`src/rtl/wave_addr_gen.sv`:
```
// Phase-accumulator address generator for a 1024-entry waveform table, with a
// programmable sample-rate divider and a duty select that only changes on phase wrap.
module wave_addr_gen #(
    parameter int ACC_W  = 24,
    parameter int ADDR_W = 10,
    parameter int DIV_W  = 16
) (
    input  logic              i_clk,
    input  logic              i_rst,
    input  logic              i_en,
    input  logic              i_restart,
    input  logic [ACC_W-1:0]  i_fcw,
    input  logic [DIV_W-1:0]  i_div,
    input  logic [3:0]        i_sel_req,
    output logic [ADDR_W-1:0] o_addr,
    output logic [3:0]        o_sel,
    output logic              o_valid,
    output logic              o_wrap
);

    localparam logic [DIV_W-1:0] CNT_ONE = DIV_W'(1);

    logic [DIV_W-1:0] cnt;
    logic [ACC_W-1:0] acc;
    logic [3:0]       pend;
    logic [ACC_W:0]   sum;
    logic             tick;
    logic             legal;

    assign legal = (i_sel_req <= 4'd10);
    // >= keeps the divider from running away if i_div is lowered mid-count
    assign tick  = i_en && (cnt >= i_div);
    assign sum   = {1'b0, acc} + {1'b0, i_fcw};

    always_ff @(posedge i_clk or posedge i_rst) begin
        if (i_rst) begin
            cnt     <= '0;
            acc     <= '0;
            pend    <= '0;
            o_addr  <= '0;
            o_sel   <= '0;
            o_valid <= 1'b0;
            o_wrap  <= 1'b0;
        end else begin
            if (legal)
                pend <= i_sel_req;
            if (i_restart) begin
                cnt     <= '0;
                acc     <= '0;
                o_addr  <= '0;
                o_valid <= 1'b0;
                o_wrap  <= 1'b0;
                o_sel   <= legal ? i_sel_req : pend;
            end else begin
                o_valid <= tick;
                o_wrap  <= tick & sum[ACC_W];
                if (i_en)
                    cnt <= tick ? '0 : cnt + CNT_ONE;
                if (tick) begin
                    acc    <= sum[ACC_W-1:0];
                    o_addr <= sum[ACC_W-1 -: ADDR_W];
                    // duty only switches at the start of a new waveform period
                    if (sum[ACC_W])
                        o_sel <= pend;
                end
            end
        end
    end

endmodule

```
`config.mk`:
```
export PLATFORM = sky130hd
export DESIGN_NAME = wave_addr_gen
export DESIGN_NICKNAME = d
export VERILOG_FILES = /design/src/rtl/wave_addr_gen.sv
export SDC_FILE = /design/constraint.sdc
export NUM_CORES = 1
export LEC_CHECK = 0
export ABC_AREA = 1
export CORE_UTILIZATION = 54
export CTS_CLUSTER_DIAMETER = 200
export DETAILED_ROUTE_END_ITERATION = 8
export PLACE_DENSITY = 0.83
export SYNTH_ARGS = -nofsm -noshare
export SYNTH_HDL_FRONTEND = slang
export SYNTH_SLANG_ARGS = --single-unit
```
`constraint.sdc`:
```
create_clock -name i_clk -period 2.8 [get_ports i_clk]
set_clock_uncertainty 0.2 [all_clocks]
set_input_delay 0.28 -clock i_clk [delete_from_list [all_inputs] [get_ports i_clk]]
set_output_delay 0.28 -clock i_clk [all_outputs]
set_load 0.02 [all_outputs]
```
==> impl_results.html, run 1 <==
<table>
<tr><th>Metric</th><th>Value</th></tr>
<tr><th colspan="2">Run status</th></tr>
<tr><td>Run status</td><td>finished, final reports clean</td></tr>
<tr><th colspan="2">Floorplanning</th></tr>
<tr><td>Rows</td><td>32</td></tr>
<tr><td>Placeable core region</td><td>7850 um^2</td></tr>
<tr><td>Horiz. Die Dim</td><td>92.6 um</td></tr>
<tr><td>IO Count</td><td>64</td></tr>
<tr><td>Die area</td><td>8570 um^2</td></tr>
<tr><td>Height of the chip</td><td>92.6 um</td></tr>
<tr><td>Initial Utilization</td><td>0.565</td></tr>
<tr><th colspan="2">Logic synthesis</th></tr>
<tr><td>Flip-flop and latch count after synthesis</td><td>50</td></tr>
<tr><td>Register area share after synthesis</td><td>0.282</td></tr>
<tr><td>Post-synthesis net count</td><td>771</td></tr>
<tr><td>Post-synth ARST share</td><td>1.00</td></tr>
<tr><td>Combined area of all synthesized cells</td><td>4430 um^2</td></tr>
<tr><td>EDFF count, synth</td><td>0</td></tr>
<tr><td>Synth Area per Inst</td><td>6.51 um^2</td></tr>
<tr><td>Netlist cell types</td><td>33</td></tr>
<tr><td>Leading register cell type out of synthesis</td><td>dfrtp_1</td></tr>
<tr><td>Cells after synthesis</td><td>681</td></tr>
<tr><td>Yosys synthesis warning count</td><td>0</td></tr>
<tr><th colspan="2">STA</th></tr>
<tr><td>Actual transition at the worst max-transition pin</td><td>0.664 ns</td></tr>
<tr><td>Hold Vio Cnt, Final</td><td>0</td></tr>
<tr><td>Pins over their slew limit</td><td>0</td></tr>
<tr><td>Number of endpoints failing setup at the final stage</td><td>0</td></tr>
<tr><td>Post-route clock period utilization</td><td>0.833</td></tr>
<tr><td>Setup TNS Final</td><td>0 ns</td></tr>
<tr><td>Worst slew margin</td><td>0.557</td></tr>
<tr><td>Fmax</td><td>429 MHz</td></tr>
<tr><td>Fin crit period</td><td>2.33 ns</td></tr>
<tr><td>Setup repair after global routing missed its margin</td><td>no</td></tr>
<tr><th colspan="2">Power</th></tr>
<tr><td>Power per standard cell area</td><td>276 nW/um^2</td></tr>
<tr><td>Combinational Power Share</td><td>0.186</td></tr>
<tr><td>Sequential group share of total power</td><td>0.521</td></tr>
<tr><td>Net switching fraction of the power</td><td>0.280</td></tr>
<tr><td>Total net switching power</td><td>400 uW</td></tr>
<tr><td>Clock Power Share</td><td>0.293</td></tr>
<tr><td>Internal power</td><td>1.03 mW</td></tr>
<tr><td>Worst IR drop on VDD</td><td>171 uV</td></tr>
<tr><td>Leak Pwr</td><td>2.95 nW</td></tr>
<tr><th colspan="2">Critical path</th></tr>
<tr><td>CP top delay family</td><td>buffers and inverters</td></tr>
<tr><td>Library cell contributing the largest single delay on the critical path</td><td>clkdlybuf4s50_1</td></tr>
<tr><td>Reg2Reg Setup Slack</td><td>0.51 ns</td></tr>
<tr><td>Kind of start point of the critical path</td><td>input pin</td></tr>
<tr><td>Type of the worst setup path</td><td>in -&gt; reg</td></tr>
<tr><td>Data arrival time at the worst-slack endpoint</td><td>2.38 ns</td></tr>
<tr><td>Reg-to-reg endpoint</td><td>o_sel[0]</td></tr>
<tr><td>Max Fanout on Critical Path</td><td>24</td></tr>
<tr><td>Worst path most repeated cell</td><td>nand2_4</td></tr>
<tr><td>Endpoint class of the critical path</td><td>flip-flop</td></tr>
<tr><td>Reg-to-Reg Start</td><td>acc[0]</td></tr>
<tr><td>Depth of the worst register-to-register path</td><td>10</td></tr>
<tr><td>Required @ worst endpoint</td><td>2.85 ns</td></tr>
<tr><td>Total buffers and inverters traversed by the critical path</td><td>3</td></tr>
<tr><td>Largest stage delay on the critical path</td><td>0.45 ns</td></tr>
<tr><td>Crit-path cells</td><td>clkdlybuf4s50_1, inv_1, ha_1, a21oi_1, o21ai_1, a21oi_2, nand2_4, nand2_4, nand2_4, inv_4, nand2_1, nand2_1</td></tr>
<tr><th colspan="2">Clock network</th></tr>
<tr><td>H-tree depth</td><td>2</td></tr>
<tr><td>Skew-Pair Late Insertion Delay</td><td>0.31 ns</td></tr>
<tr><td>Count of instances resized after the clock tree is built</td><td>0</td></tr>
<tr><td>Reg clk slew, reported paths</td><td>0.09 ns</td></tr>
<tr><td>Clock tree root buffer cell</td><td>clkbuf_8</td></tr>
<tr><td>CTS sink cnt</td><td>50</td></tr>
<tr><td>Max Buffers Root-to-Sink</td><td>2</td></tr>
<tr><td>Hold buffers post-CTS</td><td>0</td></tr>
<tr><td>Number of clock buffers inserted by TritonCTS</td><td>5</td></tr>
<tr><td>Clock tree from TritonCTS</td><td>yes</td></tr>
<tr><td>Post-CTS setup buffer count</td><td>0</td></tr>
<tr><th colspan="2">Drt</th></tr>
<tr><td>DRC violation total after the first TritonRoute iteration</td><td>234</td></tr>
<tr><td>Routed Antenna Nets</td><td>0</td></tr>
<tr><td>Total via count in the routed design</td><td>4298</td></tr>
<tr><td>Total iterations of the first detailed-routing run</td><td>5</td></tr>
<tr><td>Routed WL per cell</td><td>12.8 um</td></tr>
<tr><td>Remaining routing DRC violations</td><td>0</td></tr>
<tr><td>Via density per instance</td><td>5.12</td></tr>
<tr><td>Final wirelength</td><td>10800 um</td></tr>
<tr><th colspan="2">Global routing</th></tr>
<tr><td>Grt ovf</td><td>0</td></tr>
<tr><td>Maximum number of pins on one net before global-route repair</td><td>51</td></tr>
<tr><td>Number of global-route vias before repair</td><td>4077</td></tr>
<tr><td>Aggregate global-route resource usage</td><td>0.264</td></tr>
<tr><td>Number of antenna violations at the first check in global routing</td><td>0</td></tr>
<tr><td>Wire length of the first global-routing pass</td><td>18000 um</td></tr>
<tr><th colspan="2">Layout</th></tr>
<tr><td>Layout area overhead</td><td>16.5%</td></tr>
<tr><td>Antenna diode count</td><td>0</td></tr>
<tr><td>Net count reported at finish</td><td>828</td></tr>
<tr><td>Ratio of cells with drive above 1 in the final layout</td><td>0.0339</td></tr>
<tr><td>Utilization after layout</td><td>0.658</td></tr>
<tr><td>Fill cells</td><td>715</td></tr>
<tr><td>Area of the multi-input gates</td><td>2600 um^2</td></tr>
<tr><td>Total area of sequential cells</td><td>1250 um^2</td></tr>
<tr><th colspan="2">Place</th></tr>
<tr><td>Post-detailed-placement half-perimeter wirelength</td><td>8420 um</td></tr>
<tr><td>Routability-driven placement congestion ratio</td><td>0.918</td></tr>
<tr><td>Number of buffers inserted by port buffering</td><td>63</td></tr>
<tr><th colspan="2">Worst hold path</th></tr>
<tr><td>Path type of the worst min-delay path</td><td>in -&gt; async</td></tr>
<tr><th colspan="2">Job</th></tr>
<tr><td>Total of max-cap violations</td><td>0</td></tr>
</table>
## tightest hold or removal path, cell delays in order
cell and delay (ns):
clkdlybuf4s50_1 0.41, inv_2 0.05, buf_4 0.53
## power groups by stage
stage,registers [mW],clock network (mW),logic [mW]
3_5_place_dp,0.757,0,0.265
6_report,0.743,0.419,0.266
5_1_grt,0.745,0.450,0.297
3_3_place_gp,0.757,0,0.257
2_1_floorplan,0.763,0,0.142
4_1_cts,0.743,0.426,0.267
## layer usage
| metal | track usage | vias up | wire length (um) |
|---|---|---|---|
| li1 | - | 2207 | - |
| met1 | 0.346 | 1939 | 4880 |
| met2 | 0.449 | 130 | 5080 |
| met3 | 0.0337 | 22 | 579 |
| met4 | 0.0859 | 0 | 219 |
| met5 | 0 | - | 0 |
## stage by stage
| stage | total power, mW | hold WS (ns) | cell area, um^2 | setup slack (ns) | std cells |
|---|---|---|---|---|---|
| final | 1.43 | 0.264 | 5160 | 0.467 | 840 |
| after global routing | 1.49 | 0.306 | 5160 | 0.318 | 840 |
| after CTS | 1.44 | 0.286 | 5160 | 0.471 | 840 |
| after detailed placement | 1.02 | 0.263 | 5080 | 0.191 | 833 |
| after global placement | 1.01 | 0.258 | 5080 | 0.263 | 833 |
| after floorplan | 0.905 | 0.215 | 4430 | 0.801 | 681 |
## synth_stat cells, types with 2 or more instances
cell / instances / area [um^2]
nand2_4: 3 / 33.8
xnor2_1: 6 / 52.6
o21ai_0: 4 / 20.0
nor3_1: 11 / 55.1
nand3_1: 34 / 170
ha_1: 41 / 513
xor2_1: 16 / 140
nand3_2: 2 / 20.0
nand3b_1: 3 / 22.5
buf_6: 4 / 45.0
dfrtp_1: 50 / 1250
nand2_1: 264 / 991
nand4_1: 16 / 100
nor2_1: 52 / 195
o21ai_1: 2 / 10.0
nor3_2: 3 / 30.0
buf_4: 11 / 82.6
inv_1: 116 / 435
a21oi_1: 28 / 140
nor2_2: 2 / 12.5
## kinds of logic (layout without fill, tap and decap cells)
kind of cell | Yosys count | in the layout | share of synthesized area
compound gates | 38 | 38 | 0.0455
simple gates | 395 | 395 | 0.378
buf+inv | 134 | 191 | 0.130
xor+xnor | 22 | 22 | 0.0435
flops | 50 | 50 | 0.282
fa+ha+maj | 42 | 42 | 0.120
## flip-flops by register name, indices dropped and copies added (netlist names)
register and count:
acc 14, o_addr 10, cnt 16, o_valid 1
o_sel 4, o_wrap 1, pend 4
## how the worst max path moves through the flow
stage	from	endpoint	depth (start not counted)
2_1_floorplan	acc[0]	o_sel[0]	10
3_3_place_gp	i_fcw[0]	o_sel[3]	11
3_5_place_dp	i_div[11]	cnt[10]	11
4_1_cts	i_div[11]	o_addr[8]	12
5_1_grt	acc[0]	o_sel[1]	10
6_report	i_div[11]	o_addr[8]	12
## final cells by class
| class | count | share of cell area |
|---|---|---|
| Clock buffer | 6 | 0.0141 |
| Clock inverter | 1 | 0.00145 |
| Inverter | 117 | 0.0855 |
| Multi-Input combinational cell | 497 | 0.504 |
| Sequential cell | 50 | 0.242 |
| Tap cell | 102 | 0.0247 |
| Timing Repair Buffer | 67 | 0.128 |
## cell usage in the layout, fill, tap and decap left out, drive strengths merged
cell type      count
a21boi             1
a21o               1
a21oi             29
and2               1
buf                4
clkbuf             6
clkdlybuf4s50     63
clkinvlp           1
dfrtp             50
fa                 1
ha                41
inv              117
nand2            268
nand3             36
nand3b             3
nand4             16
nor2              55
nor3              14
nor4               1
o21a               1
o21ai              6
or2                1
xnor2              6
xor2              16
Power figures use the tool's default switching activity.
==> inputs of run 2 (changes only) <==
clock period = 2.28 ns   (was 2.8 ns; I/O delays follow)
==> impl_results.html, run 2 (synthesis results as in run 1) <==
<table>
<tr><th>Metric</th><th>Value</th></tr>
<tr><th colspan="2">STA</th></tr>
<tr><td>Worst slew margin</td><td>0.675 (was 0.557)</td></tr>
<tr><td>Fmax</td><td>451 MHz</td></tr>
<tr><td>Setup TNS Final</td><td>0 ns (unchanged)</td></tr>
<tr><td>Post-route clock period utilization</td><td>0.971</td></tr>
<tr><td>Number of endpoints failing setup at the final stage</td><td>0 (unchanged)</td></tr>
<tr><td>Pins over their slew limit</td><td>0 (unchanged)</td></tr>
<tr><td>Fin crit period</td><td>2.21 ns</td></tr>
<tr><td>Worst-case hold slack</td><td>0.0700 ns (was 0.264 ns)</td></tr>
<tr><td>Actual transition at the worst max-transition pin</td><td>0.486 ns (was 0.664 ns)</td></tr>
<tr><td>Post-layout worst setup margin</td><td>0.0651 ns (was 0.467 ns)</td></tr>
<tr><td>Hold Vio Cnt, Final</td><td>0 (unchanged)</td></tr>
<tr><th colspan="2">Global routing</th></tr>
<tr><td>Aggregate global-route resource usage</td><td>0.272 (was 0.264)</td></tr>
<tr><td>Grt ovf</td><td>0 (unchanged)</td></tr>
<tr><td>Wire length of the first global-routing pass</td><td>18700 um (was 18000 um)</td></tr>
<tr><td>Maximum number of pins on one net before global-route repair</td><td>25 (was 51)</td></tr>
<tr><td>Number of global-route vias before repair</td><td>4238 (was 4077)</td></tr>
<tr><td>Number of antenna violations at the first check in global routing</td><td>0 (unchanged)</td></tr>
<tr><th colspan="2">Layout</th></tr>
<tr><td>Max reg flops</td><td>16 (unchanged)</td></tr>
<tr><td>Commonest non-fill, non-tap cell in the layout</td><td>nand2_1 (unchanged)</td></tr>
<tr><td>Biggest registers after layout</td><td>cnt (16), acc (14), o_addr (10) (unchanged)</td></tr>
<tr><td>Ratio of cells with drive above 1 in the final layout</td><td>0.0872 (was 0.0339)</td></tr>
<tr><td>Commonest non-fill, non-tap cells in the layout</td><td>263 x nand2_1, 115 x inv_1, 63 x clkdlybuf4s50_1 (was 264 x nand2_1, 115 x inv_1, 63 x clkdlybuf4s50_1)</td></tr>
<tr><td>Net count reported at finish</td><td>858 (was 828)</td></tr>
<tr><td>Antenna diode count</td><td>0 (unchanged)</td></tr>
<tr><td>Area of the multi-input gates</td><td>2640 um^2 (was 2600 um^2)</td></tr>
<tr><td>Post-route design area</td><td>5450 um^2 (was 5160 um^2)</td></tr>
<tr><td>Fill cells</td><td>694 (was 715)</td></tr>
<tr><td>Utilization after layout</td><td>0.695 (was 0.658)</td></tr>
<tr><td>Register with the most flip-flops</td><td>cnt (unchanged)</td></tr>
<tr><td>Total area of sequential cells</td><td>1250 um^2 (unchanged)</td></tr>
<tr><td>Final cell count without fillers</td><td>870 (was 840)</td></tr>
<tr><td>Layout area overhead</td><td>23.1% (was 16.5%)</td></tr>
<tr><th colspan="2">Drt</th></tr>
<tr><td>Met3 wire length</td><td>574 um (was 579 um)</td></tr>
<tr><td>Uppermost metal layer occupied by signal nets</td><td>met4 (unchanged)</td></tr>
<tr><td>DRC violation total after the first TritonRoute iteration</td><td>171 (was 234)</td></tr>
<tr><td>Total via count in the routed design</td><td>4393 (was 4298)</td></tr>
<tr><td>Via density per instance</td><td>5.05 (was 5.12)</td></tr>
<tr><td>Wire length on met1</td><td>4910 um (was 4880 um)</td></tr>
<tr><td>Remaining routing DRC violations</td><td>0 (unchanged)</td></tr>
<tr><td>Routed Antenna Nets</td><td>0 (unchanged)</td></tr>
<tr><td>Routed WL per cell</td><td>12.5 um (was 12.8 um)</td></tr>
<tr><td>Final wirelength</td><td>10900 um (was 10800 um)</td></tr>
<tr><td>Total iterations of the first detailed-routing run</td><td>4 (was 5)</td></tr>
<tr><td>Met2 wire len</td><td>5300 um (was 5080 um)</td></tr>
<tr><th colspan="2">Clock network</th></tr>
<tr><td>Clock tree from TritonCTS</td><td>yes (unchanged)</td></tr>
<tr><td>Number of clock buffers inserted by TritonCTS</td><td>5 (unchanged)</td></tr>
<tr><td>Clock tree root buffer cell</td><td>clkbuf_8 (unchanged)</td></tr>
<tr><td>Max Buffers Root-to-Sink</td><td>2 (unchanged)</td></tr>
<tr><td>Skew-Pair Late Insertion Delay</td><td>0.30 ns (was 0.31 ns)</td></tr>
<tr><td>H-tree depth</td><td>2 (unchanged)</td></tr>
<tr><td>Count of instances resized after the clock tree is built</td><td>0 (unchanged)</td></tr>
<tr><td>Reg clk slew, reported paths</td><td>0.09 ns (about the same)</td></tr>
<tr><td>Post-CTS setup buffer count</td><td>0 (unchanged)</td></tr>
<tr><td>Hold buffers post-CTS</td><td>0 (unchanged)</td></tr>
<tr><td>CTS sink cnt</td><td>50 (unchanged)</td></tr>
<tr><th colspan="2">Critical path</th></tr>
<tr><td>Kind of start point of the critical path</td><td>input pin (unchanged)</td></tr>
<tr><td>Data arrival time at the worst-slack endpoint</td><td>2.25 ns (was 2.38 ns)</td></tr>
<tr><td>Total buffers and inverters traversed by the critical path</td><td>3 (unchanged)</td></tr>
<tr><td>Required @ worst endpoint</td><td>2.32 ns (was 2.85 ns)</td></tr>
<tr><td>Worst path most repeated cell</td><td>nand2_4 (unchanged)</td></tr>
<tr><td>Library cell contributing the largest single delay on the critical path</td><td>clkdlybuf4s50_1 (unchanged)</td></tr>
<tr><td>Type of the worst setup path</td><td>in -&gt; reg (unchanged)</td></tr>
<tr><td>Endpoint class of the critical path</td><td>flip-flop (unchanged)</td></tr>
<tr><td>Crit-path cells</td><td>clkdlybuf4s50_1, inv_1, ha_1, a21oi_2, o21ai_1, a21oi_2, nand2_4, nand2_4, nand2_4, inv_6, nand2_1, nand2_1 (was clkdlybuf4s50_1, inv_1, ha_1, a21oi_1, o21ai_1, a21oi_2, nand2_4, nand2_4, nand2_4, inv_4, nand2_1, nand2_1)</td></tr>
<tr><td>CP top delay family</td><td>buffers and inverters (unchanged)</td></tr>
<tr><td>Max Fanout on Critical Path</td><td>24 (unchanged)</td></tr>
<tr><td>Reg2Reg Setup Slack</td><td>0.09 ns (was 0.51 ns)</td></tr>
<tr><td>Largest stage delay on the critical path</td><td>0.46 ns (was 0.45 ns)</td></tr>
<tr><th colspan="2">Place</th></tr>
<tr><td>Post-placement worst setup slack</td><td>-0.262 ns (was 0.191 ns)</td></tr>
<tr><td>Post-placement cell area</td><td>5320 um^2 (was 5080 um^2)</td></tr>
<tr><td>Number of buffers inserted by port buffering</td><td>63 (unchanged)</td></tr>
<tr><td>Inst Count DP</td><td>863 (was 833)</td></tr>
<tr><td>Post-detailed-placement half-perimeter wirelength</td><td>8740 um (was 8420 um)</td></tr>
<tr><td>Routability-driven placement congestion ratio</td><td>0.933 (was 0.918)</td></tr>
<tr><th colspan="2">Floorplanning</th></tr>
<tr><td>Rows</td><td>32 (unchanged)</td></tr>
<tr><td>Horiz. Die Dim</td><td>92.6 um (unchanged)</td></tr>
<tr><td>IO Count</td><td>64 (unchanged)</td></tr>
<tr><td>Die area</td><td>8570 um^2 (unchanged)</td></tr>
<tr><td>Initial Utilization</td><td>0.565 (unchanged)</td></tr>
<tr><td>Placeable core region</td><td>7850 um^2 (unchanged)</td></tr>
<tr><td>Height of the chip</td><td>92.6 um (unchanged)</td></tr>
<tr><th colspan="2">Power</th></tr>
<tr><td>Net switching fraction of the power</td><td>0.281 (was 0.280)</td></tr>
<tr><td>Clock Power Share</td><td>0.288 (was 0.293)</td></tr>
<tr><td>Combinational Power Share</td><td>0.203 (was 0.186)</td></tr>
<tr><td>Total net switching power</td><td>504 uW (was 400 uW)</td></tr>
<tr><td>Power per standard cell area</td><td>329 nW/um^2 (was 276 nW/um^2)</td></tr>
<tr><td>Worst IR drop on VDD</td><td>239 uV (was 171 uV)</td></tr>
<tr><td>Internal power</td><td>1.29 mW (was 1.03 mW)</td></tr>
<tr><td>Leak Pwr</td><td>3.10 nW (was 2.95 nW)</td></tr>
<tr><td>Total power</td><td>1.79 mW (was 1.43 mW)</td></tr>
<tr><td>Sequential group share of total power</td><td>0.508 (was 0.521)</td></tr>
<tr><th colspan="2">Job</th></tr>
<tr><td>Total of max-cap violations</td><td>0 (unchanged)</td></tr>
<tr><th colspan="2">Run status</th></tr>
<tr><td>Run status</td><td>finished, final reports clean (unchanged)</td></tr>
<tr><th colspan="2">Worst hold path</th></tr>
<tr><td>Path type of the worst min-delay path</td><td>in -&gt; async (unchanged)</td></tr>
</table>
[run 2: cell count changes in the layout (fill, tap and decap cells not counted), sizes merged]
| cell | change |
|---|---|
| buf | +30 |
| clkbuf | -1 |
| inv | +1 |
| clkinvlp | -1 |
| clkinv | +1 |
[run 2: path summary, 6_finish.rpt]
path,start,endpoint,cells after the start
worst max-delay path,i_div[11],o_addr[8],12
worst min-delay path,i_rst,cnt[10],2
worst max register to register,cnt[9],o_addr[8],10
worst min register to register,acc[5],acc[5],2
max in group asynchronous,i_rst,o_addr[4],3
min in group i_clk,acc[5],acc[5],2
[run 2: power by group through the flow]
stage	Combinational, mW	Clock [mW]	Sequential, mW
after floorplan	0.175	0	0.937
after global placement	0.345	0	0.929
after detailed placement	0.359	0	0.930
after CTS	0.361	0.534	0.912
after global routing	0.404	0.567	0.914
final	0.365	0.517	0.912
[run 2: worst register-to-register path, cell delays in order, from the launching register on]
cell and delay, ns:
dfrtp_1 0.44, ha_1 0.31, a21oi_1 0.15, o21ai_1 0.09, a21oi_2 0.28, nand2_4 0.10, nand2_4 0.11, nand2_4 0.08
inv_6 0.20, nand2_1 0.08, nand2_1 0.09
[run 2: area by class of cell]
| class | instances | area share |
|---|---|---|
| multi-input cells | 497 | 0.485 |
| flip-flops and latches | 50 | 0.229 |
| repair buffers | 97 | 0.166 |
| inverters | 117 | 0.0814 |
| well taps | 102 | 0.0234 |
| clock buffers | 5 | 0.0126 |
| clock inverters | 2 | 0.00252 |
[run 2: per-layer routing]
| layer | up-vias | track usage |
|---|---|---|
| li1 | 2265 | - |
| met1 | 2003 | 0.343 |
| met2 | 112 | 0.484 |
| met3 | 13 | 0.0419 |
| met4 | 0 | 0.0690 |
| met5 | - | 0 |
==> inputs of run 3 (changes only) <==
CAP_MARGIN = 25   (was not set)
CORE_ASPECT_RATIO = 1.1   (was not set)
==> impl_results.html, run 3 (synthesis results as in run 1) <==
<table>
<tr><th>Metric</th><th>Value</th></tr>
<tr><th colspan="2">Layout</th></tr>
<tr><td>Fill cells</td><td>660 (was 694)</td></tr>
<tr><td>Layout area overhead</td><td>23.3% (was 23.1%)</td></tr>
<tr><td>Antenna diode count</td><td>0 (unchanged)</td></tr>
<tr><td>Max reg flops</td><td>16 (unchanged)</td></tr>
<tr><td>Commonest non-fill, non-tap cell in the layout</td><td>nand2_1 (unchanged)</td></tr>
<tr><td>Net count reported at finish</td><td>859 (was 858)</td></tr>
<tr><td>Utilization after layout</td><td>0.691 (was 0.695)</td></tr>
<tr><td>Commonest non-fill, non-tap cells in the layout</td><td>262 x nand2_1, 115 x inv_1, 63 x clkdlybuf4s50_1 (was 263 x nand2_1, 115 x inv_1, 63 x clkdlybuf4s50_1)</td></tr>
<tr><td>Ratio of cells with drive above 1 in the final layout</td><td>0.0857 (was 0.0872)</td></tr>
<tr><td>Register with the most flip-flops</td><td>cnt (unchanged)</td></tr>
<tr><td>Biggest registers after layout</td><td>cnt (16), acc (14), o_addr (10) (unchanged)</td></tr>
<tr><th colspan="2">Power</th></tr>
<tr><td>Internal power</td><td>1.29 mW (about the same)</td></tr>
<tr><td>Leak Pwr</td><td>3.11 nW (was 3.10 nW)</td></tr>
<tr><td>Net switching fraction of the power</td><td>0.289 (was 0.281)</td></tr>
<tr><td>Total net switching power</td><td>524 uW (was 504 uW)</td></tr>
<tr><td>Clock Power Share</td><td>0.300 (was 0.288)</td></tr>
<tr><td>Sequential group share of total power</td><td>0.503 (was 0.508)</td></tr>
<tr><td>Power per standard cell area</td><td>332 nW/um^2 (was 329 nW/um^2)</td></tr>
<tr><td>Combinational Power Share</td><td>0.197 (was 0.203)</td></tr>
<tr><td>Worst IR drop on VDD</td><td>252 uV (was 239 uV)</td></tr>
<tr><th colspan="2">Drt</th></tr>
<tr><td>Final wirelength</td><td>10800 um (was 10900 um)</td></tr>
<tr><td>Routed WL per cell</td><td>12.3 um (was 12.5 um)</td></tr>
<tr><td>Total iterations of the first detailed-routing run</td><td>5 (was 4)</td></tr>
<tr><td>DRC violation total after the first TritonRoute iteration</td><td>252 (was 171)</td></tr>
<tr><td>Via density per instance</td><td>5.07 (was 5.05)</td></tr>
<tr><td>Routed Antenna Nets</td><td>0 (unchanged)</td></tr>
<tr><td>Total via count in the routed design</td><td>4454 (was 4393)</td></tr>
<tr><td>Remaining routing DRC violations</td><td>0 (unchanged)</td></tr>
<tr><th colspan="2">Global routing</th></tr>
<tr><td>Aggregate global-route resource usage</td><td>0.263 (was 0.272)</td></tr>
<tr><td>Grt ovf</td><td>0 (unchanged)</td></tr>
<tr><td>Wire length of the first global-routing pass</td><td>18100 um (was 18700 um)</td></tr>
<tr><td>Maximum number of pins on one net before global-route repair</td><td>34 (was 25)</td></tr>
<tr><td>Number of antenna violations at the first check in global routing</td><td>0 (unchanged)</td></tr>
<tr><td>Number of global-route vias before repair</td><td>4273 (was 4238)</td></tr>
<tr><th colspan="2">Clock network</th></tr>
<tr><td>Hold buffers post-CTS</td><td>0 (unchanged)</td></tr>
<tr><td>Number of clock buffers inserted by TritonCTS</td><td>5 (unchanged)</td></tr>
<tr><td>Clock tree root buffer cell</td><td>clkbuf_8 (unchanged)</td></tr>
<tr><td>Max Buffers Root-to-Sink</td><td>2 (unchanged)</td></tr>
<tr><td>Reg clk slew, reported paths</td><td>0.10 ns (was 0.09 ns)</td></tr>
<tr><td>Post-CTS setup buffer count</td><td>0 (unchanged)</td></tr>
<tr><td>Count of instances resized after the clock tree is built</td><td>0 (unchanged)</td></tr>
<tr><td>Skew-Pair Late Insertion Delay</td><td>0.31 ns (was 0.30 ns)</td></tr>
<tr><td>H-tree depth</td><td>2 (unchanged)</td></tr>
<tr><td>Clock tree from TritonCTS</td><td>yes (unchanged)</td></tr>
<tr><td>CTS sink cnt</td><td>50 (unchanged)</td></tr>
<tr><th colspan="2">Floorplanning</th></tr>
<tr><td>Placeable core region</td><td>7910 um^2 (was 7850 um^2)</td></tr>
<tr><td>Rows</td><td>34 (was 32)</td></tr>
<tr><td>Horiz. Die Dim</td><td>88.4 um (was 92.6 um)</td></tr>
<tr><td>Initial Utilization</td><td>0.560 (was 0.565)</td></tr>
<tr><td>Height of the chip</td><td>97.0 um (was 92.6 um)</td></tr>
<tr><td>Die area</td><td>8570 um^2 (about the same)</td></tr>
<tr><td>IO Count</td><td>64 (unchanged)</td></tr>
<tr><th colspan="2">STA</th></tr>
<tr><td>Fmax</td><td>467 MHz (was 451 MHz)</td></tr>
<tr><td>Post-route clock period utilization</td><td>0.939 (was 0.971)</td></tr>
<tr><td>Pins over their slew limit</td><td>0 (unchanged)</td></tr>
<tr><td>Actual transition at the worst max-transition pin</td><td>0.430 ns (was 0.486 ns)</td></tr>
<tr><td>Hold Vio Cnt, Final</td><td>0 (unchanged)</td></tr>
<tr><td>Worst slew margin</td><td>0.713 (was 0.675)</td></tr>
<tr><td>Number of endpoints failing setup at the final stage</td><td>0 (unchanged)</td></tr>
<tr><td>Setup repair after global routing missed its margin</td><td>yes</td></tr>
<tr><td>Worst-case hold slack</td><td>0.0478 ns (was 0.0700 ns)</td></tr>
<tr><td>Fin crit period</td><td>2.14 ns (was 2.21 ns)</td></tr>
<tr><th colspan="2">Critical path</th></tr>
<tr><td>Worst path most repeated cell</td><td>nand2_1 (was nand2_4)</td></tr>
<tr><td>Type of the worst setup path</td><td>reg -&gt; reg (was in -&gt; reg)</td></tr>
<tr><td>Library cell contributing the largest single delay on the critical path</td><td>dfrtp_1 (was clkdlybuf4s50_1)</td></tr>
<tr><td>Reg-to-reg endpoint</td><td>o_sel[1] (was o_addr[8])</td></tr>
<tr><td>Largest stage delay on the critical path</td><td>0.41 ns (was 0.46 ns)</td></tr>
<tr><td>Data arrival time at the worst-slack endpoint</td><td>2.15 ns (was 2.25 ns)</td></tr>
<tr><td>Depth of the worst register-to-register path</td><td>10 (unchanged)</td></tr>
<tr><td>Reg2Reg Setup Slack</td><td>0.14 ns (was 0.09 ns)</td></tr>
<tr><td>Reg-to-Reg Start</td><td>o_addr[3] (was cnt[9])</td></tr>
<tr><td>Required @ worst endpoint</td><td>2.29 ns (was 2.32 ns)</td></tr>
<tr><td>Crit-path cells</td><td>ha_1, nand2_1, inv_1, nand2_1, nor3_2, nand3_2, nand3_1, nand3_2, nand3_1, nand2_1 (was clkdlybuf4s50_1, inv_1, ha_1, a21oi_2, o21ai_1, a21oi_2, nand2_4, nand2_4, nand2_4, inv_6, nand2_1, nand2_1)</td></tr>
<tr><td>Endpoint class of the critical path</td><td>flip-flop (unchanged)</td></tr>
<tr><td>Kind of start point of the critical path</td><td>flip-flop (was input pin)</td></tr>
<tr><td>Max Fanout on Critical Path</td><td>5 (was 24)</td></tr>
<tr><th colspan="2">Job</th></tr>
<tr><td>Total of max-cap violations</td><td>0 (unchanged)</td></tr>
<tr><th colspan="2">Place</th></tr>
<tr><td>Number of buffers inserted by port buffering</td><td>63 (unchanged)</td></tr>
<tr><td>Post-detailed-placement half-perimeter wirelength</td><td>8630 um (was 8740 um)</td></tr>
<tr><td>Routability-driven placement congestion ratio</td><td>0.925 (was 0.933)</td></tr>
<tr><th colspan="2">Run status</th></tr>
<tr><td>Run status</td><td>finished, final reports clean (unchanged)</td></tr>
<tr><th colspan="2">Worst hold path</th></tr>
<tr><td>Path type of the worst min-delay path</td><td>in -&gt; async (unchanged)</td></tr>
</table>
[run 3: cell types whose count changed in the layout (fill, tap and decap cells not counted), moves of 2 or more]
cell,before,now
a21oi_1,26,28
a21oi_2,3,1
buf_4,32,34
ha_2,3,1
[run 3: metrics by stage]
stage	TNS, ns	area [um^2]	setup slack (ns)	total power, mW	cells
floorplan	0	4430	0.281	1.11	681
global placement	-3.76	5340	-0.168	1.27	870
detailed placement	-6.71	5340	-0.218	1.28	870
CTS	0	5430	0.0166	1.83	878
global route	-0.0194	5470	-0.00971	1.90	878
finish	0	5470	0.139	1.82	878
[run 3: how the worst max path moves through the flow]
stage | start | end | depth (start not counted)
after floorplan | acc[0] | o_sel[0] | 10
final | o_addr[3] | o_sel[1] | 10
after detailed placement | i_fcw[17] | o_sel[0] | 11
after global placement | i_fcw[18] | o_sel[0] | 11
after global routing | o_addr[4] | o_sel[0] | 10
after CTS | o_addr[3] | o_sel[1] | 10
[run 3: area by class of cell]
type                            count  area [um^2]  share of cell area
Inverter                          117          444              0.0813
Tap cell                          108          135              0.0247
Sequential cell                    50         1250               0.229
Multi-Input combinational cell    497         2640               0.483
Clock buffer                        5         68.8              0.0126
Clock inverter                      3         21.3             0.00389
Timing Repair Buffer               98          906               0.166
[run 3: critical path, delay by kind of cell, from the launching register on]
family / cells / cell delay, ns
fa+ha+maj: 1 / 0.38
buf+inv: 1 / 0.07
flops: 1 / 0.41
simple gates: 8 / 0.98
[run 3: routing by layer]
| metal | wire, um | share of wire | vias up | track usage |
|---|---|---|---|---|
| met5 | 0 | 0 | - | 0 |
| met4 | 213 | 0.020 | 0 | 0.0819 |
| met3 | 626 | 0.058 | 30 | 0.0282 |
| met2 | 5460 | 0.51 | 143 | 0.470 |
| met1 | 4510 | 0.42 | 2011 | 0.323 |
| li1 | - | - | 2270 | - |
[run 3: power groups by stage]
| stage | clock network, mW | logic [mW] | registers (mW) |
|---|---|---|---|
| 3_3_place_gp | 0 | 0.341 | 0.930 |
| 4_1_cts | 0.559 | 0.355 | 0.913 |
| 5_1_grt | 0.589 | 0.397 | 0.915 |
| 6_report | 0.545 | 0.358 | 0.913 |
| 2_1_floorplan | 0 | 0.175 | 0.937 |
| 3_5_place_dp | 0 | 0.353 | 0.931 |
==> RTL change 1 (settings of run 3) <==
`ADDR_W`: 10 -> 11.
--- a/src/rtl/wave_addr_gen.sv
+++ b/src/rtl/wave_addr_gen.sv
@@ -2,7 +2,7 @@
 // programmable sample-rate divider and a duty select that only changes on phase wrap.
 module wave_addr_gen #(
     parameter int ACC_W  = 24,
-    parameter int ADDR_W = 10,
+    parameter int ADDR_W = 11,
     parameter int DIV_W  = 16
 ) (
     input  logic              i_clk,
Interface: changed (resized o_addr); port bits go from 64 to 65. No check against the original RTL was run, so the function may have changed too.
==> RTL change 1 against run 3 <==
  * Final area rose by 2.1%
  * Non-clock buffer count rose by 18
  * Final cell count fell by 0.91%
  * Sequential cell count did not move
  * Routed wire length rose by 9.9%
  * Worst setup slack got worse by 45 ps
  * Largest cell class unchanged
  * Area after synthesis fell by 2.8%
  * Power rose by 16%
==> RTL change 1: results (changes against run 3) <==
stage,metric,value,unit,change
global_route,antenna_found_initial,0,,unchanged
place,dp.cells,861,,-1.0%
clock_tree,h-tree-depth,2,,unchanged
clock_tree,path_clk_slew,100,ps,about the same
logic_synthesis,yosys-top-cells-count,"nand2_1, inv_1, nor2_1",,
place,pre_cts_ws,-332,ps,-115 ps
finish,antennaDiodeCount,0,,unchanged
global_route,grt_pass1_wl,18.7,mm,+3.5%
global_route,grt_start_max_net_pins,23,,-32%
power,p_leak,0.00304,uW,-2.2%
logic_synthesis,async_reset_ff_share,100,%,unchanged
worst_setup_path,crit_fanout,5,,unchanged
detailed_routing,vias_per_cell,5.24,,+3.3%
clock_tree,numCtsBuffers,5,,unchanged
logic_synthesis,synthTopCellsByArea,"dfrtp_1, nand2_1, ha_1",,
global_route,first_global_vias,4366,,+2.2%
detailed_routing,dr.pass1.iters,7,,+2
detailed_routing,num_vias,4558,,+2.3%
clock_tree,cts_max_path_buffers,2,,unchanged
logic_synthesis,synthFlopType,dfrtp_1,,
hold_path,worstHoldPathType,input port to async pin,,
logic_synthesis,yosysWarningCount,0,,unchanged
finish,fin_nets,854,,-0.58%
place,port_buffers,64,,+1.6%
place,hpwl,9.38,mm,+8.6%
detailed_routing,drt_iter0_markers,283,,+12%
clock_tree,cts_root_buf,clkbuf_8,,
logic_synthesis,synth.avg_cell_area,6.52,sq um,+0.18%
logic_synthesis,synthesis.nets,751,,-2.6%
worst_setup_path,slowest_stage,dfrtp_1,,
worst_setup_path,cp_data_arrival_time,2250,ps,+100 ps
clock_tree,insertion_delay,320,ps,
status,status,finished clean,,
worst_setup_path,slowest_delay,400,ps,
finish,fillers,634,,-3.9%
logic_synthesis,synth_cell_types,28,,-15%
finish,top_regs,"cnt (16), acc (13), o_addr (11)",,
sta,relSlewSlack,73.6,%,+2.4 points
logic_synthesis,yosysSeqAreaShare,29.0,%,+0.80 points
finish,drive_gt1_share,11.9,%,+3.3 points
global_route,grt_usage,28.8,%,+2.5 points
detailed_routing,wirelength,11.9,mm,+9.9%
power,peakVddDrop,0.000290,V,+15%
place,place_congestion,1.03,,+11%
RTL change 1: cell count changes in the layout (fill, tap and decap cells not counted), sizes merged, moves of 8 or more:
cell / delta
buf: +17
nand2: -57
o21ai: +18
nand3: +22
nor3: -8
nor2: +11
RTL change 1: worst max-delay path: cells and delay by family, from the launching register on:
kind | cells | cell delay [ps]
fa+ha+maj | 2 | 540
buf+inv | 1 | 130
flops | 1 | 400
simple gates | 9 | 860
RTL change 1: layer usage:
| layer | vias to the layer above | part of all wire (%) | global-route usage [%] | wire length [um] |
|---|---|---|---|---|
| met5 | - | 0 | 0 | 0 |
| li1 | 2255 | - | - | - |
| met3 | 40 | 4.4 | 3.17 | 518 |
| met2 | 164 | 51 | 52.8 | 6040 |
| met4 | 0 | 3.3 | 13.4 | 388 |
| met1 | 2099 | 41 | 33.5 | 4930 |
RTL change 1: logic make-up after synthesis:
| group | after synthesis | synth area share, % |
|---|---|---|
| simple gates | 356 | 34.4 |
| flops | 50 | 29.0 |
| xor+xnor | 23 | 4.67 |
| compound gates | 55 | 6.68 |
| fa+ha+maj | 42 | 12.4 |
| buf+inv | 135 | 12.8 |
RTL change 1: layout make-up:
type                            instances  area, sq um  area share, %
Timing Repair Buffer                  116         1060           18.9
Sequential cell                        50         1250           22.4
Clock buffer                            7         96.3           1.73
Tap cell                              105          131           2.35
Clock inverter                          1         8.76          0.157
Inverter                              115          432           7.74
Multi-Input combinational cell        476         2610           46.7
RTL change 1: final timing paths:
check                                     start              endpoint  slack (ps)  depth (start not counted)
setup / recovery             acc[0]$_DFFE_PP0P_  o_sel[0]$_DFFE_PP0P_          90                         12
hold / removal                            i_rst   cnt[14]$_DFFE_PP0P_           6                          2
setup reg to reg             acc[0]$_DFFE_PP0P_  o_sel[0]$_DFFE_PP0P_          90                         12
hold reg to reg            o_sel[1]$_DFFE_PP0P_  o_sel[1]$_DFFE_PP0P_         320                          2
max in group asynchronous                 i_rst    acc[4]$_DFFE_PP0P_        1270                          3
min in group i_clk                 i_sel_req[0]     pend[0]$_DFF_PP0_         290                          3
RTL change 1: per-stage QoR:
| step | area (sq um) | hold slack (ps) |
|---|---|---|
| 6_report | 5580 | 5.57 |
| 3_3_place_gp | 5370 | 297 |
| 2_1_floorplan | 4310 | 180 |
| 5_1_grt | 5580 | 59.2 |
| 3_5_place_dp | 5370 | 302 |
| 4_1_cts | 5480 | 23.9 |
RTL change 1: timing repair:
| item | 4_1_cts | 5_1_grt |
|---|---|---|
| pin swaps | 0 | 4 |
| setup buffers | 0 | 1 |
| setup endpoints to repair | 5 | 13 |
| resized for setup | 1 | 22 |
| endpoints found under the hold margin | 0 | 0 |
RTL change 1: report_power, final:
group	internal, uW	leakage (uW)	switching, uW
sequential	917	0.000678	24.7
combinational	268	0.00231	291
clock	279	0.0000544	327
==> RTL change 2 (config.mk and constraints of run 3) <==
Made on the original files. Register the inputs `i_en`, `i_restart`, `i_fcw`, `i_div` and `i_sel_req` before use. The logic sees them one clock later.
--- a/src/rtl/wave_addr_gen.sv
+++ b/src/rtl/wave_addr_gen.sv
@@ -20,6 +20,20 @@
 
     localparam logic [DIV_W-1:0] CNT_ONE = DIV_W'(1);
 
+    logic i_en_q;
+    logic i_restart_q;
+    logic [ACC_W-1:0] i_fcw_q;
+    logic [DIV_W-1:0] i_div_q;
+    logic [3:0] i_sel_req_q;
+
+    always_ff @(posedge i_clk) begin
+        i_en_q      <= i_en;
+        i_restart_q <= i_restart;
+        i_fcw_q     <= i_fcw;
+        i_div_q     <= i_div;
+        i_sel_req_q <= i_sel_req;
+    end
+
     logic [DIV_W-1:0] cnt;
     logic [ACC_W-1:0] acc;
     logic [3:0]       pend;
@@ -27,10 +41,10 @@
     logic             tick;
     logic             legal;
 
-    assign legal = (i_sel_req <= 4'd10);
+    assign legal = (i_sel_req_q <= 4'd10);
     // >= keeps the divider from running away if i_div is lowered mid-count
-    assign tick  = i_en && (cnt >= i_div);
-    assign sum   = {1'b0, acc} + {1'b0, i_fcw};
+    assign tick  = i_en_q && (cnt >= i_div_q);
+    assign sum   = {1'b0, acc} + {1'b0, i_fcw_q};
 
     always_ff @(posedge i_clk or posedge i_rst) begin
         if (i_rst) begin
@@ -43,18 +57,18 @@
             o_wrap  <= 1'b0;
         end else begin
             if (legal)
-                pend <= i_sel_req;
-            if (i_restart) begin
+                pend <= i_sel_req_q;
+            if (i_restart_q) begin
                 cnt     <= '0;
                 acc     <= '0;
                 o_addr  <= '0;
                 o_valid <= 1'b0;
                 o_wrap  <= 1'b0;
-                o_sel   <= legal ? i_sel_req : pend;
+                o_sel   <= legal ? i_sel_req_q : pend;
             end else begin
                 o_valid <= tick;
                 o_wrap  <= tick & sum[ACC_W];
-                if (i_en)
+                if (i_en_q)
                     cnt <= tick ? '0 : cnt + CNT_ONE;
                 if (tick) begin
                     acc    <= sum[ACC_W-1:0];
Formal check against the unedited RTL: not equivalent (Yosys sat finds a counterexample within 4 cycles, from zero or initial values and one cycle with i_rst high).
==> RTL change 2 against run 3 <==
  * Global-route usage is 2.0 points lower
  * Sequential share of layout area grew 11 points
  * Final area up 17%
  * Largest cell class unchanged
  * Power grew 90%
  * Sequential cell count rose by 46
  * Area after synthesis is 21% higher
  * Routed wire length increased by 12%
  * Final cell count grew 2.6%
  * Fmax shrank 1.1%
  * Worst setup slack got worse by 24 ps
  * First-iteration DRC count down 10%
  * Utilization fell by 1.6 points
==> RTL change 2: results (changes against run 3) <==
stage,metric,value,unit,change
global_route,antenna_found_initial,0,,unchanged
worst_setup_path,r2r_setup_slack,110,ps,-20 ps
detailed_routing,dr.pass1.iters,5,,unchanged
sta,whs,30.2,ps,-17.5 ps
clock_tree,cts_max_path_buffers,2,,unchanged
worst_setup_path,reg2reg_from,acc[12]$_DFFE_PP0P_,,
clock_tree,path_clk_slew,90,ps,
finish,fin_nets,869,,+1.2%
hold_path,worstHoldPathType,input port to async pin,,
worst_setup_path,reg2regPathDepth,12,,+2
sta,worstMarginPinSlew,300,ps,-131 ps
worst_setup_path,r2r-end,o_addr[5]$_DFFE_PP0P_,,
worst_setup_path,cp_data_arrival_time,2230,ps,+80 ps
logic_synthesis,yosysSeqAreaShare,40.5,%,+12 points
finish,top_regs,"i_fcw_q (24), cnt (16), i_div_q (16)",,
power,peakVddDrop,0.000244,V,-3.5%
clock_tree,insertion_delay,370,ps,+60 ps
global_route,first_global_vias,4319,,+1.1%
worst_setup_path,crit_fanout,4,,-1
place,place_congestion,0.941,,+1.7%
detailed_routing,num_vias,4554,,+2.2%
clock_tree,numCtsBuffers,9,,+4
clock_tree,h-tree-depth,3,,+1
detailed_routing,drt_iter0_markers,226,,-10%
global_route,grt_usage,24.3,%,-2.0 points
logic_synthesis,synthTopCellsByArea,"dfrtp_1, dfxtp_1, nand2_1",,
logic_synthesis,synth.avg_cell_area,7.57,sq um,+16%
status,status,finished clean,,
place,pre_cts_ws,16.1,ps,+234 ps
clock_tree,cts_resized,1,,+1
place,hpwl,8.97,mm,+3.9%
worst_setup_path,critPathCaptureType,flip-flop,,
finish,fillers,738,,+12%
global_route,grt_start_max_net_pins,51,,+50%
power,p_leak,0.00333,uW,+7.0%
logic_synthesis,yosys-top-cells-count,"nand2_1, inv_1, nor2_1",,
finish,drive_gt1_share,8.93,%,+0.36 points
global_route,grt_pass1_wl,20.0,mm,+11%
logic_synthesis,synthesis.nets,799,,+3.6%
place,port_buffers,63,,unchanged
detailed_routing,wirelength,12.1,mm,+12%
logic_synthesis,synth_top_cell_area_share,23.3,%,-4.9 points
place,dp.cells,880,,+1.1%
logic_synthesis,async_reset_ff_share,52.1,%,-48 points
logic_synthesis,synth_cell_types,35,,+6.1%
detailed_routing,vias_per_cell,5.05,,-0.36%
logic_synthesis,yosysWarningCount,0,,unchanged
clock_tree,postCtsSetupBuffers,0,,unchanged
finish,antennaDiodeCount,0,,unchanged
==> RTL change 2: changes by cell type in the layout (fill, tap and decap cells not counted), sizes merged, moves of 5 or more <==
cell,change
buf,-19
xnor2,+5
nand3,+18
nand2,-55
nor2,+5
o21ai,+17
nand4,-5
clkbuf,+6
dfxtp,+46
==> RTL change 2: through the flow <==
| step | instance area [sq um] | TNS (ps) | util, % |
|---|---|---|---|
| floorplan | 5370 | 0 | - |
| global placement | 6110 | 0 | 64.4 |
| detailed placement | 6110 | 0 | 64.4 |
| CTS | 6310 | 0 | 66.4 |
| global route | 6400 | -31.3 | 67.4 |
| finish | 6400 | 0 | 67.4 |
==> RTL change 2: worst max-delay path by stage <==
stage,slack (ps),endpoint,from,cells past startpoint
5_1_grt,-20,o_sel[1]$_DFFE_PP0P_,acc[0]$_DFFE_PP0P_,12
6_report,110,o_addr[5]$_DFFE_PP0P_,acc[12]$_DFFE_PP0P_,12
4_1_cts,40,o_sel[2]$_DFFE_PP0P_,acc[0]$_DFFE_PP0P_,12
3_5_place_dp,20,o_sel[2]$_DFFE_PP0P_,acc[0]$_DFFE_PP0P_,12
3_3_place_gp,90,o_addr[2]$_DFFE_PP0P_,acc[0]$_DFFE_PP0P_,9
2_1_floorplan,220,o_sel[3]$_DFFE_PP0P_,acc[0]$_DFFE_PP0P_,12
==> RTL change 2: metal layers <==
layer	vias to the layer above	track usage [%]	routed length (um)
met3	22	4.21	576
met2	125	43.5	6020
met5	-	0	0
met4	0	8.53	218
met1	2057	29.3	5320
li1	2350	-	-
==> RTL change 2: layout make-up <==
class	instances	area [sq um]	share of cell area, %
Clock inverter	5	57.6	0.899
Timing Repair Buffer	79	792	12.4
Tap cell	117	146	2.29
Sequential cell	96	2170	33.9
Clock buffer	11	131	2.05
Inverter	117	439	6.86
Multi-Input combinational cell	476	2660	41.6
==> RTL change 2: cells by family (layout without fill, tap and decap cells) <==
logic type,count (synthesis),count (layout),share of synthesized area (%)
AND/OR/NAND/NOR,356,356,29.7
AO/OA/AOI/OAI,53,53,5.08
adder cells (fa/ha/maj),42,42,9.93
flip-flops,96,96,40.5
XOR/XNOR,25,25,4.08
buffers and inverters,137,212,10.7
==> RTL change 2: worst max-delay path, stage by stage, from the launching register on <==
cell	delay (ps)
dfrtp_1	430
ha_1	400
nand2_1	170
nor2_2	190
inv_1	50
nor2_1	150
nand3_1	120
nand3_1	110
nand2_1	50
nand2_1	70
nor2_1	40
nand2_1	50
nand2_1	40
==> RTL change 2: power breakdown <==
part / internal (uW) / switching [uW]
sequential: 1770 / 46.6
clock: 508 / 584
combinational: 247 / 300
total: 2520 / 931
